## src/rtl/div_pkg.sv

```systemverilog
// Shared state encoding and constants for the sequential radix-2 divider.
package div_pkg;

    typedef enum logic [1:0] {
        IDLE = 2'd0,
        RUN  = 2'd1,
        FIX  = 2'd2
    } div_state_t;

    localparam int DIV_DEFAULT_WIDTH = 32;

    // The divide-by-zero quotient is this bit replicated across the whole word.
    localparam logic DIV_ZERO_QUOTIENT_BIT = 1'b1;

    function automatic logic quotient_negative(input logic signed_mode,
                                               input logic dividend_msb,
                                               input logic divisor_msb);
        return signed_mode & (dividend_msb ^ divisor_msb);
    endfunction

endpackage

```

## src/rtl/div_step.sv

```systemverilog
// One restoring-division iteration: shift in the next dividend bit, trial-subtract,
// and keep the difference only when it did not borrow.
module div_step #(
    parameter int WIDTH = 32
) (
    input  logic [WIDTH-1:0] rem,
    input  logic [WIDTH-1:0] quo,
    input  logic [WIDTH-1:0] divisor_mag,
    output logic [WIDTH-1:0] rem_next,
    output logic [WIDTH-1:0] quo_next
);

    logic [WIDTH:0] shifted;
    logic [WIDTH:0] diff;

    // The remainder is always below the divisor, so the top bit of diff is a clean borrow flag.
    always_comb begin
        shifted = {rem, quo[WIDTH-1]};
        diff    = shifted - {1'b0, divisor_mag};
        if (diff[WIDTH]) begin
            rem_next = shifted[WIDTH-1:0];
            quo_next = {quo[WIDTH-2:0], 1'b0};
        end else begin
            rem_next = diff[WIDTH-1:0];
            quo_next = {quo[WIDTH-2:0], 1'b1};
        end
    end

endmodule

```

## src/rtl/seq_divider.sv

```systemverilog
// Multi-cycle signed/unsigned restoring divider with start/busy/done handshake
// and divide-by-zero reporting; one quotient bit per clock.
module seq_divider
    import div_pkg::*;
#(
    parameter int WIDTH = DIV_DEFAULT_WIDTH
) (
    input  logic             clk,
    input  logic             reset,
    input  logic             start,
    input  logic             signed_op,
    input  logic [WIDTH-1:0] dividend,
    input  logic [WIDTH-1:0] divisor,
    output logic             busy,
    output logic             done,
    output logic [WIDTH-1:0] hi,
    output logic [WIDTH-1:0] lo,
    output logic             div_by_zero
);

    localparam int CNT_W = $clog2(WIDTH) + 1;
    localparam logic [CNT_W-1:0] LAST_ITER = CNT_W'(WIDTH - 1);

    div_state_t       state;
    logic [CNT_W-1:0] count;
    logic [WIDTH-1:0] rem_q;
    logic [WIDTH-1:0] quo_q;
    logic [WIDTH-1:0] divisor_q;
    logic [WIDTH-1:0] dividend_q;
    logic             neg_quo;
    logic             neg_rem;
    logic             zero_q;

    logic             dividend_neg;
    logic             divisor_neg;
    logic             divisor_zero;
    logic [WIDTH-1:0] dividend_mag;
    logic [WIDTH-1:0] divisor_mag;
    logic [WIDTH-1:0] rem_step;
    logic [WIDTH-1:0] quo_step;
    logic [WIDTH-1:0] lo_fixed;
    logic [WIDTH-1:0] hi_fixed;

    // Magnitudes are taken at latch time; the most-negative value maps onto itself,
    // which is still the correct unsigned magnitude.
    always_comb begin
        dividend_neg = signed_op & dividend[WIDTH-1];
        divisor_neg  = signed_op & divisor[WIDTH-1];
        divisor_zero = (divisor == '0);
        dividend_mag = dividend_neg ? -dividend : dividend;
        divisor_mag  = divisor_neg  ? -divisor  : divisor;
        lo_fixed     = neg_quo ? -quo_q : quo_q;
        hi_fixed     = neg_rem ? -rem_q : rem_q;
    end

    div_step #(
        .WIDTH(WIDTH)
    ) u_step (
        .rem        (rem_q),
        .quo        (quo_q),
        .divisor_mag(divisor_q),
        .rem_next   (rem_step),
        .quo_next   (quo_step)
    );

    always_ff @(posedge clk or posedge reset) begin
        if (reset) begin
            state       <= IDLE;
            count       <= '0;
            rem_q       <= '0;
            quo_q       <= '0;
            divisor_q   <= '0;
            dividend_q  <= '0;
            neg_quo     <= 1'b0;
            neg_rem     <= 1'b0;
            zero_q      <= 1'b0;
            busy        <= 1'b0;
            done        <= 1'b0;
            hi          <= '0;
            lo          <= '0;
            div_by_zero <= 1'b0;
        end else begin
            done <= 1'b0;
            case (state)
                IDLE: begin
                    if (start) begin
                        rem_q      <= '0;
                        quo_q      <= dividend_mag;
                        divisor_q  <= divisor_mag;
                        dividend_q <= dividend;
                        neg_quo    <= quotient_negative(signed_op, dividend[WIDTH-1],
                                                        divisor[WIDTH-1]);
                        neg_rem    <= dividend_neg;
                        zero_q     <= divisor_zero;
                        count      <= '0;
                        busy       <= 1'b1;
                        state      <= divisor_zero ? FIX : RUN;
                    end
                end
                RUN: begin
                    rem_q <= rem_step;
                    quo_q <= quo_step;
                    count <= count + CNT_W'(1);
                    if (count == LAST_ITER) begin
                        busy  <= 1'b0;
                        state <= FIX;
                    end
                end
                FIX: begin
                    busy        <= 1'b0;
                    done        <= 1'b1;
                    div_by_zero <= zero_q;
                    if (zero_q) begin
                        hi <= dividend_q;
                        lo <= {WIDTH{DIV_ZERO_QUOTIENT_BIT}};
                    end else begin
                        hi <= hi_fixed;
                        lo <= lo_fixed;
                    end
                    state <= IDLE;
                end
                default: state <= IDLE;
            endcase
        end
    end

endmodule
```

## config.mk

```make
export PLATFORM = sky130hd
export DESIGN_NAME = seq_divider
export DESIGN_NICKNAME = d
export VERILOG_FILES = /design/src/rtl/div_pkg.sv /design/src/rtl/div_step.sv /design/src/rtl/seq_divider.sv
export SDC_FILE = /design/constraint.sdc
export NUM_CORES = 1
export LEC_CHECK = 0
export CAP_MARGIN = 20
export CORE_MARGIN = 8
export CORE_UTILIZATION = 30
export DETAILED_ROUTE_END_ITERATION = 8
export SYNTH_ARGS = -nofsm -noshare
export SYNTH_HDL_FRONTEND = slang
export SYNTH_HIERARCHICAL = 1
export SYNTH_SLANG_ARGS = --single-unit
```

## constraint.sdc

```tcl
create_clock -name clk -period 16.5 [get_ports clk]
set_input_delay 3.3 -clock clk [delete_from_list [all_inputs] [get_ports clk]]
set_output_delay 3.3 -clock clk [all_outputs]
set_load 0.05 [all_outputs]
```

==> out/qor.yml, run 1 <==
sta:
  worst_pin_slew_ps: 1090
  period_minus_slack_ps: 5620
  rsz0062_at_grt: "no"
  hold_viol_final: 0
  setup_viol: 0
  min_period_over_period_pct: 34.1
  setup_slack_ps: 10880
  fin_tns_setup_ps: 0
  fin_skew_ps: 23.4
  fmax_ghz: 0.178
  slew_headroom_pct: 27.0
  final_max_slew_viol_count: 0
  whs_ps: 476
yosys:
  synthCells: 1476
  synth_cell_types: 85
  ys_seq_elements: 206
  yosysSeqAreaShare_pct: 38.1
  synth_nets: 1586
  synth.cell_area_mm2: 0.0135
  async_flop_share_pct: 100
  synth-main-ff-cell: "dfrtp_1"
  syn_avg_cell_area_um2: 9.17
  synth_edf_count: 0
  ys_warn_count: 6
cells_and_area:
  multiInputGateArea_mm2: 0.00755
  utilization_pct: 35.8
  final_area_mm2: 0.0161
  final_nets: 1652
  fin_cells: 2160
  area_growth_pct: 19.1
  seqCellArea_mm2: 0.00515
  fillCellCount: 4583
  drive_gt1_share_pct: 9.68
  diodes: 0
placed_design:
  dpl.hpwl_um: 28900
  gp_congestion: 0.875
  numPortBuffers: 134
  postPlaceCellArea_mm2: 0.0151
  place_ws_ps: 10400
  place_inst: 2113
floorplan:
  start_util_pct: 30.1
  core_area_mm2: 0.0450
  dieArea_mm2: 0.0522
  io_pins: 135
  fp.dieW_um: 228
  die_y_um: 228
  rows: 78
critical_path:
  worstPathCellList: "clkdlybuf4s50_1 > nor4_1 > nand3_1 > or4b_1 > a21oi_1 > a211o_1"
  slowest_stage: "nor4_1"
  cpLargestDelayFamily: "simple AND/OR/NAND/NOR gates"
  crit_arrival_ps: 6110
  r2r_slack_ps: 12330
  cp_slowest_stage_delay_ps: 910
  crit_start: "dividend[8]"
  required_ps: 16990
  crit_fanout: 9
  critical_path_class: "input pin to flop"
  start_kind: "input pin"
  critical_path_buf_inv_count: 1
  setup.worst_path.end_class: "flop"
  timing.rr.start: "quo_q[31]$_DFFE_PP0P_"
detailed_routing:
  wire_per_inst_um: 18.2
  viasPerCell: 5.22
  remaining_drc_errors: 0
  antenna_left: 0
  drt_pass1_iterations: 5
  vias: 11300
  drt-total-wl_um: 39300
  drt_iter0_drc: 662
clock_network:
  path_clk_slew_ps: 60
  cts_setup_buffers: 0
  postCtsHoldBufs: 0
  cts_tree: "built"
  cts.sinks: 206
  cts_root_buf: "clkbuf_16"
  cts-buffers-inserted: 25
  ctsHtreeMaxLevel: 1
  insertion_delay_ps: 550
  clockBufferDepth: 3
  post_cts_resize_count: 0
outcome:
  status: "finished, final reports clean"
power_and_ir_drop:
  p_per_area_mw_per_mm2: 243
  p_total_mw: 3.92
  ir_worst_vdd_mv: 0.111
  leakagePower_nw: 6.69
global_route:
  grt-ovfl-total: 0
  gr-usage-all-layers_pct: 14.4
  grt_pass1_wl_um: 62100
  grt_pass1_vias: 11000
  antenna_found_initial: 2
  grt_max_degree: 129
hold_path:
  worstHoldStart: "divisor_q[23]$_DFFE_PP0P_"
  hp-class: "flop to flop"
flow_run:
  cap_violations: 0
sequential cells by signal (all words and copies together) (netlist names):
signal       flops
busy             1
count            6
div_by_zero      1
dividend_q      32
divisor_q       32
done             1
hi              32
lo              32
neg_quo          1
neg_rem          1
quo_q           32
rem_q           32
state            2
zero_q           1
worst reg2reg max path, delay by kind of cell (launching register included):
kind	cells	cell delay (ps)
simple gates	3	670
flops	1	610
compound gates	5	1180
mux	2	710
fa+ha+maj	2	620
buf+inv	2	220
power by group:
part	total, mW	internal [mW]	switching [mW]
registers	0.996	0.744	0.252
logic	2.31	0.969	1.34
clock network	0.621	0.395	0.226
synthesized netlist by cell type, types with 4 or more instances:
library cell / n / area (um2)
o21a_1: 7 / 52.6
o41ai_1: 29 / 254
buf_4: 34 / 255
and2_1: 4 / 25.0
a21o_1: 16 / 120
nand2_1: 105 / 394
buf_1: 8 / 30.0
and3_1: 35 / 219
o32ai_1: 4 / 35.0
o22ai_1: 11 / 68.8
xor2_1: 85 / 744
nor2b_1: 4 / 25.0
nor2_1: 93 / 349
or3_1: 20 / 125
ha_1: 41 / 513
mux2_2: 43 / 484
clkbuf_1: 60 / 225
a211oi_1: 5 / 37.5
a221o_1: 5 / 50.1
o2111ai_1: 4 / 35.0
nor3b_1: 4 / 30.0
inv_1: 55 / 206
nor4_1: 24 / 150
xnor2_1: 45 / 394
nand4_1: 15 / 93.8
o21ai_0: 137 / 686
mux2i_1: 16 / 160
nand2b_1: 8 / 50.1
or2_2: 5 / 31.3
or4_1: 23 / 173
nand3_1: 24 / 120
a21oi_1: 105 / 526
dfrtp_1: 206 / 5150
a31oi_1: 16 / 100
nor3_1: 31 / 155
mux2_4: 19 / 285
o31ai_1: 30 / 225
a22o_1: 31 / 272
cell usage in the layout, fill, tap and decap left out, types with 30 or more instances in the layout:
| cell | n |
|---|---|
| a21oi_1 | 105 |
| a22o_1 | 31 |
| and3_1 | 35 |
| clkdlybuf4s50_1 | 134 |
| dfrtp_1 | 206 |
| ha_1 | 40 |
| inv_1 | 54 |
| mux2_2 | 43 |
| nand2_1 | 104 |
| nor2_1 | 92 |
| nor3_1 | 31 |
| o21ai_0 | 137 |
| o31ai_1 | 30 |
| xnor2_1 | 45 |
| xor2_1 | 85 |
path summary, 6_finish.rpt:
kind,cells after the start,endpoint
max,6,quo_q[31]$_DFFE_PP0P_
min,2,divisor_q[23]$_DFFE_PP0P_
max reg2reg,14,rem_q[20]$_DFFE_PP0P_
min reg2reg,2,divisor_q[23]$_DFFE_PP0P_
max in group asynchronous,4,dividend_q[16]$_DFFE_PP0P_
min in group asynchronous,2,hi[25]$_DFFE_PP0P_
logic make-up (layout without fill, tap and decap cells):
group,after synthesis,after routing,synth area share (%)
simple gates,416,416,15.7
buf+inv,168,252,6.27
compound gates,435,435,20.6
xor+xnor,130,130,8.41
mux,79,79,7.04
flops,206,206,38.1
fa+ha+maj,42,42,3.94
routing by layer:
layer / GRT usage (%) / up-vias / wire (um)
li1: - / 5522 / -
met1: 19.4 / 5386 / 18100
met2: 23.4 / 296 / 18300
met3: 2.51 / 62 / 1880
met4: 4.19 / 4 / 1050
met5: 0 / - / 23
cell type report:
type,instances,share of cell area (%)
inverter,57,1.42
multi-input combinational,1102,46.8
tap,600,4.66
sequential,206,32.0
clock inverter,14,1.51
clock buffer,31,4.33
timing repair buffer,150,9.27
(Power assumes the default switching activity.)
==> run 2, diff against run 1 <==
==> constraint.sdc (replaced) <==
create_clock -name clk -period 4.75 [get_ports clk]
set_input_delay 0.95 -clock clk [delete_from_list [all_inputs] [get_ports clk]]
set_output_delay 0.95 -clock clk [all_outputs]
set_load 0.05 [all_outputs]
==> out/qor.yml, run 2 (synthesis gave the netlist of run 1 again) <==
detailed_routing:
  wire_per_inst_um: 18.5  # was 18.2 um
  remaining_drc_errors: 0  # unchanged
  vias: 11300  # about the same
  antenna_left: 0  # unchanged
  drt-total-wl_um: 40000  # was 39300 um
  viasPerCell: 5.24  # was 5.22
  drt_iter0_drc: 790  # was 662
  drt_pass1_iterations: 5  # unchanged
floorplan:
  io_pins: 135  # unchanged
  core_area_mm2: 0.0450  # unchanged
  dieArea_mm2: 0.0522  # unchanged
  fp.dieW_um: 228  # unchanged
  start_util_pct: 30.1  # unchanged
  die_y_um: 228  # unchanged
  rows: 78  # unchanged
cells_and_area:
  area_growth_pct: 18.6  # was 19.1%
  mostFrequentLayoutCells: "dfrtp_1, o21ai_0, clkdlybuf4s50_1"  # unchanged
  fin_cells: 2163  # was 2160
  final_nets: 1659  # was 1652
  drive_gt1_share_pct: 9.72  # was 9.68%
  diodes: 0  # unchanged
  layout_commonest_cell: "dfrtp_1"  # unchanged
critical_path:
  crit_arrival_ps: 4160  # was 6110 ps
  r2r_slack_ps: 1000  # was 12330 ps
  setup.worst_path.end_class: "flop"  # unchanged
  crit_fanout: 24  # was 9
  required_ps: 5160  # was 16990 ps
  start_kind: "flop"  # was input pin
  critical_path_class: "flop to flop"  # was input pin to flop
sta:
  fmax_ghz: 0.267
  slew_headroom_pct: 40.7  # was 27.0%
  period_minus_slack_ps: 3750
  final_max_slew_viol_count: 0  # unchanged
  rsz0062_at_grt: "no"  # unchanged
  hold_viol_final: 0  # unchanged
  fin_tns_setup_ps: 0  # unchanged
  whs_ps: 475  # was 476 ps
  min_period_over_period_pct: 78.9
  fin_skew_ps: 18.5  # was 23.4 ps
  setup_viol: 0  # unchanged
  worst_pin_slew_ps: 882  # was 1090 ps
power_and_ir_drop:
  p_sw_share_pct: 47.1  # was 46.3%
  p_total_mw: 13.4  # was 3.92 mW
  clkPwrFrac_pct: 14.0  # was 15.8%
  intPower_mw: 7.10  # was 2.11 mW
  leakagePower_nw: 6.67  # was 6.69 nW
  p_comb_share_pct: 60.3  # was 58.8%
  p_per_area_mw_per_mm2: 836  # was 243 mW/mm2
  p_sw_mw: 6.32  # was 1.81 mW
  p_seq_share_pct: 25.8  # was 25.4%
  ir_worst_vdd_mv: 0.389  # was 0.111 mV
clock_network:
  post_cts_resize_count: 0  # unchanged
  cts_setup_buffers: 0  # unchanged
  ctsHtreeMaxLevel: 1  # unchanged
  postCtsHoldBufs: 0  # unchanged
  path_clk_slew_ps: 60  # about the same
  cts_tree: "built"  # unchanged
  clockBufferDepth: 3  # unchanged
  cts.sinks: 206  # unchanged
  cts_root_buf: "clkbuf_16"  # unchanged
  insertion_delay_ps: 540  # was 550 ps
  cts-buffers-inserted: 24  # was 25
placed_design:
  numPortBuffers: 134  # unchanged
  dpl.hpwl_um: 29700  # was 28900 um
  gp_congestion: 0.836  # was 0.875
  place_inst: 2121  # was 2113
global_route:
  antenna_found_initial: 0  # was 2
  gr-usage-all-layers_pct: 14.8  # was 14.4%
  grt-ovfl-total: 0  # unchanged
  grt_pass1_wl_um: 63700  # was 62100 um
  grt_max_degree: 74  # was 129
  grt_pass1_vias: 11200  # was 11000
hold_path:
  hp-class: "flop to flop"  # unchanged
flow_run:
  cap_violations: 0  # unchanged
outcome:
  status: "finished, final reports clean"  # unchanged
## run 2: cell types whose count changed in the layout (fill, tap and decap cells not counted), sizes merged
cell | previous run | this run
buf | 16 | 24
bufinv | 6 | 3
clkinv | 5 | 7
clkinvlp | 3 | 1
inv | 57 | 55
## run 2: through the flow
stage / setup slack [ps] / utilization, % / cell area (um2)
after floorplan: 1130 / - / 13500
after global placement: 1040 / 33.8 / 15200
after detailed placement: 1020 / 33.9 / 15200
after CTS: 995 / 35.6 / 16000
after global routing: 817 / 35.7 / 16100
final: 1000 / 35.7 / 16100
## run 2: final timing paths
check	start	cells past startpoint	to
setup / recovery	divisor_q[0]$_DFFE_PP0P_	13	rem_q[26]$_DFFE_PP0P_
hold / removal	divisor_q[15]$_DFFE_PP0P_	2	divisor_q[15]$_DFFE_PP0P_
setup reg to reg	divisor_q[0]$_DFFE_PP0P_	13	rem_q[26]$_DFFE_PP0P_
hold reg to reg	divisor_q[15]$_DFFE_PP0P_	2	divisor_q[15]$_DFFE_PP0P_
max in group asynchronous	reset	3	lo[6]$_DFFE_PP0P_
min in group asynchronous	reset	2	hi[21]$_DFFE_PP0P_
## run 2: cell type report
type	instances	area [um2]
sequential	206	5150
fill	4602	28900
tap	600	751
multi-input combinational	1102	7560
inverter	57	225
timing repair buffer	158	1580
clock buffer	31	657
clock inverter	9	131
## run 2: routing by layer
layer | vias up | track usage, % | share of wire (%)
met5 | - | 0 | 0
met1 | 5502 | 20.3 | 47
met2 | 271 | 24.5 | 47
li1 | 5523 | - | -
met4 | 0 | 3.31 | 2.1
met3 | 45 | 2.06 | 4.1
## run 2: power groups by stage
stage | logic, mW | clock network [mW] | registers [mW]
CTS | 8.12 | 1.93 | 3.45
finish | 8.09 | 1.87 | 3.46
detailed placement | 8.08 | 0 | 3.47
floorplan | 5.74 | 0 | 4.05
global placement | 8.01 | 0 | 3.43
global route | 8.86 | 1.99 | 3.58
## run 2: critical path, stage by stage, from the launching register on
cell,delay (ps)
dfrtp_1,390
ha_1,230
fa_1,410
and2b_1,240
o2111ai_2,140
a21oi_2,230
o2111ai_1,230
a211oi_2,330
nor2_4,100
mux2i_4,350
and2_4,320
inv_8,120
mux2_4,320
a22o_1,200
==> run 3, diff against run 2 <==
==> constraint.sdc (replaced) <==
create_clock -name clk -period 3.2 [get_ports clk]
set_input_delay 0.64 -clock clk [delete_from_list [all_inputs] [get_ports clk]]
set_output_delay 0.64 -clock clk [all_outputs]
set_load 0.05 [all_outputs]
==> out/qor.yml, run 3 (synthesis gave the netlist of run 1 again) <==
critical_path:
  timing.rr.start: "divisor_q[0]$_DFFE_PP0P_"  # unchanged
  worstPathCellList: "ha_4 > fa_2 > and2b_1 > o2111ai_2 > a21oi_2 > o2111ai_2 > a211oi_2 > nor2_4 > mux2i_4 > and2_4 > inv_8 > mux2_4 > a22o_1"  # was ha_1 > fa_1 > and2b_1 > o2111ai_2 > a21oi_2 > o2111ai_1 > a211oi_2 > nor2_4 > mux2i_4 > and2_4 > inv_8 > mux2_4 > a22o_1
  slowest_stage: "dfrtp_1"  # was fa_1
  r2r_cells: 13  # unchanged
  cp_slowest_stage_delay_ps: 410  # about the same
  crit_arrival_ps: 3630  # was 4160 ps
  critical_path_class: "flop to flop"  # unchanged
  path_common_cell: "o2111ai_2"
  r2r-end: "rem_q[17]$_DFFE_PP0P_"  # was rem_q[26]$_DFFE_PP0P_
  required_ps: 3630  # was 5160 ps
  crit_fanout: 12  # was 24
  r2r_slack_ps: 0.8  # was 1000 ps
  start_kind: "flop"  # unchanged
  setup.worst_path.end_class: "flop"  # unchanged
placed_design:
  place_inst: 2196  # was 2121
  postPlaceCellArea_mm2: 0.0158  # was 0.0152 mm2
  numPortBuffers: 134  # unchanged
  dpl.hpwl_um: 31000  # was 29700 um
  gp_congestion: 0.845  # was 0.836
detailed_routing:
  vias: 11500  # was 11300
  drt_pass1_iterations: 5  # unchanged
  wire_per_inst_um: 18.2  # was 18.5 um
  antenna_left: 0  # unchanged
  viasPerCell: 5.13  # was 5.24
  drt-total-wl_um: 41000  # was 40000 um
  drt_iter0_drc: 866  # was 790
  remaining_drc_errors: 0  # unchanged
sta:
  min_period_over_period_pct: 100  # was 78.9%
  slew_headroom_pct: 51.3  # was 40.7%
  worst_pin_slew_ps: 730  # was 882 ps
  rsz0062_at_grt: "yes"  # was no
  fin_skew_ps: 20.3  # was 18.5 ps
  setup_viol: 0  # unchanged
  fmax_ghz: 0.313  # was 0.267 GHz
  whs_ps: 409  # was 475 ps
  period_minus_slack_ps: 3200  # was 3750 ps
  hold_viol_final: 0  # unchanged
  final_max_slew_viol_count: 0  # unchanged
  fin_tns_setup_ps: 0  # unchanged
global_route:
  gr-usage-all-layers_pct: 15.0  # was 14.8%
  grt_util_met1_pct: 20.3  # about the same
  grt_pass1_vias: 11300  # was 11200
  busiest_layer: "met2"  # unchanged
  grt_use_met2_pct: 24.7  # was 24.5%
  grtUsageMet3_pct: 2.26  # was 2.06%
  grt_pass1_wl_um: 64300  # was 63700 um
  grt_max_degree: 105  # was 74
  antenna_found_initial: 1  # was 0
  grt-ovfl-total: 0  # unchanged
power_and_ir_drop:
  clkPwrFrac_pct: 13.1  # was 14.0%
  p_sw_share_pct: 46.7  # was 47.1%
  leakagePower_nw: 7.08  # was 6.67 nW
  p_seq_share_pct: 23.4  # was 25.8%
  p_per_area_mw_per_mm2: 1260  # was 836 mW/mm2
  p_sw_mw: 9.82  # was 6.32 mW
  p_total_mw: 21.0  # was 13.4 mW
  p_comb_share_pct: 63.4  # was 60.3%
  intPower_mw: 11.2  # was 7.10 mW
  ir_worst_vdd_mv: 0.704  # was 0.389 mV
floorplan:
  start_util_pct: 30.1  # unchanged
  core_area_mm2: 0.0450  # unchanged
  rows: 78  # unchanged
  fp.dieW_um: 228  # unchanged
  dieArea_mm2: 0.0522  # unchanged
  die_y_um: 228  # unchanged
  io_pins: 135  # unchanged
flow_run:
  cap_violations: 0  # unchanged
cells_and_area:
  drive_gt1_share_pct: 14.3  # was 9.72%
  final_nets: 1737  # was 1659
  fin_cells: 2246  # was 2163
  final_area_mm2: 0.0167  # was 0.0161 mm2
  layout_commonest_cell: "dfrtp_1"  # unchanged
  area_growth_pct: 23.3  # was 18.6%
  mostFrequentLayoutCells: "dfrtp_1, o21ai_0, clkdlybuf4s50_1"  # unchanged
clock_network:
  ctsHtreeMaxLevel: 1  # unchanged
  insertion_delay_ps: 550  # was 540 ps
  cts_tree: "built"  # unchanged
  cts.sinks: 206  # unchanged
  clockBufferDepth: 3  # unchanged
  cts_root_buf: "clkbuf_16"  # unchanged
  cts-buffers-inserted: 25  # was 24
  path_clk_slew_ps: 60  # about the same
outcome:
  status: "finished, final reports clean"  # unchanged
hold_path:
  hp-class: "input pin to async pin"  # was flop to flop
## run 3: power groups by stage
stage | registers [mW] | clock network, mW | logic (mW)
2_1_floorplan | 6.01 | 0 | 8.54
3_3_place_gp | 4.90 | 0 | 12.9
3_5_place_dp | 4.95 | 0 | 13.0
4_1_cts | 4.91 | 2.85 | 13.2
5_1_grt | 5.09 | 2.94 | 14.5
6_report | 4.93 | 2.76 | 13.3
## run 3: timing repair
item                                    CTS  global route
setup buffers                             0             2
endpoints found under the setup margin   23            33
resized for setup                         1             8
gates cloned                              1             1
pin swaps                                 1             3
hold buffers                              0             0
## run 3: cell type report
class,count,area (um2)
antenna,1,2.50
clock buffer,34,689
clock inverter,11,106
fill,4646,28300
inverter,57,230
multi-input combinational,1102,7590
sequential,206,5150
tap,600,751
timing repair buffer,233,2130
timing repair inverter,2,20.0
## run 3: routing by layer
metal  wire [um]  up-vias
li1            -     5705
met1       19500     5496
met3        1550       62
met2       18900      268
met5          13        -
met4         978        2
## run 3: worst max path at each step
stage | startpoint | endpoint | depth (start not counted)
detailed placement | divisor_q[0]$_DFFE_PP0P_ | rem_q[4]$_DFFE_PP0P_ | 13
global placement | divisor_q[0]$_DFFE_PP0P_ | rem_q[5]$_DFFE_PP0P_ | 13
floorplan | reset | busy$_DFFE_PP0P_ | 1
CTS | divisor_q[0]$_DFFE_PP0P_ | rem_q[3]$_DFFE_PP0P_ | 13
finish | divisor_q[0]$_DFFE_PP0P_ | rem_q[17]$_DFFE_PP0P_ | 13
global route | quo_q[31]$_DFFE_PP0P_ | rem_q[18]$_DFFE_PP0P_ | 14
## run 3: through the flow
stage / utilization, % / setup WS, ps
after floorplan: - / -112
after detailed placement: 35.2 / -111
after CTS: 37.0 / -49.0
after global placement: 35.2 / -59.2
final: 37.1 / 0.798
after global routing: 37.1 / -184
## run 3: worst max-delay path, delay by kind of cell (launching register included)
kind	cells	cell delay [ps]
DFF	1	410
adders and majority gates	2	520
buffers and inverters	1	140
AOI/OAI and AO/OA	5	970
muxes	2	500
and+or+nand+nor	3	530
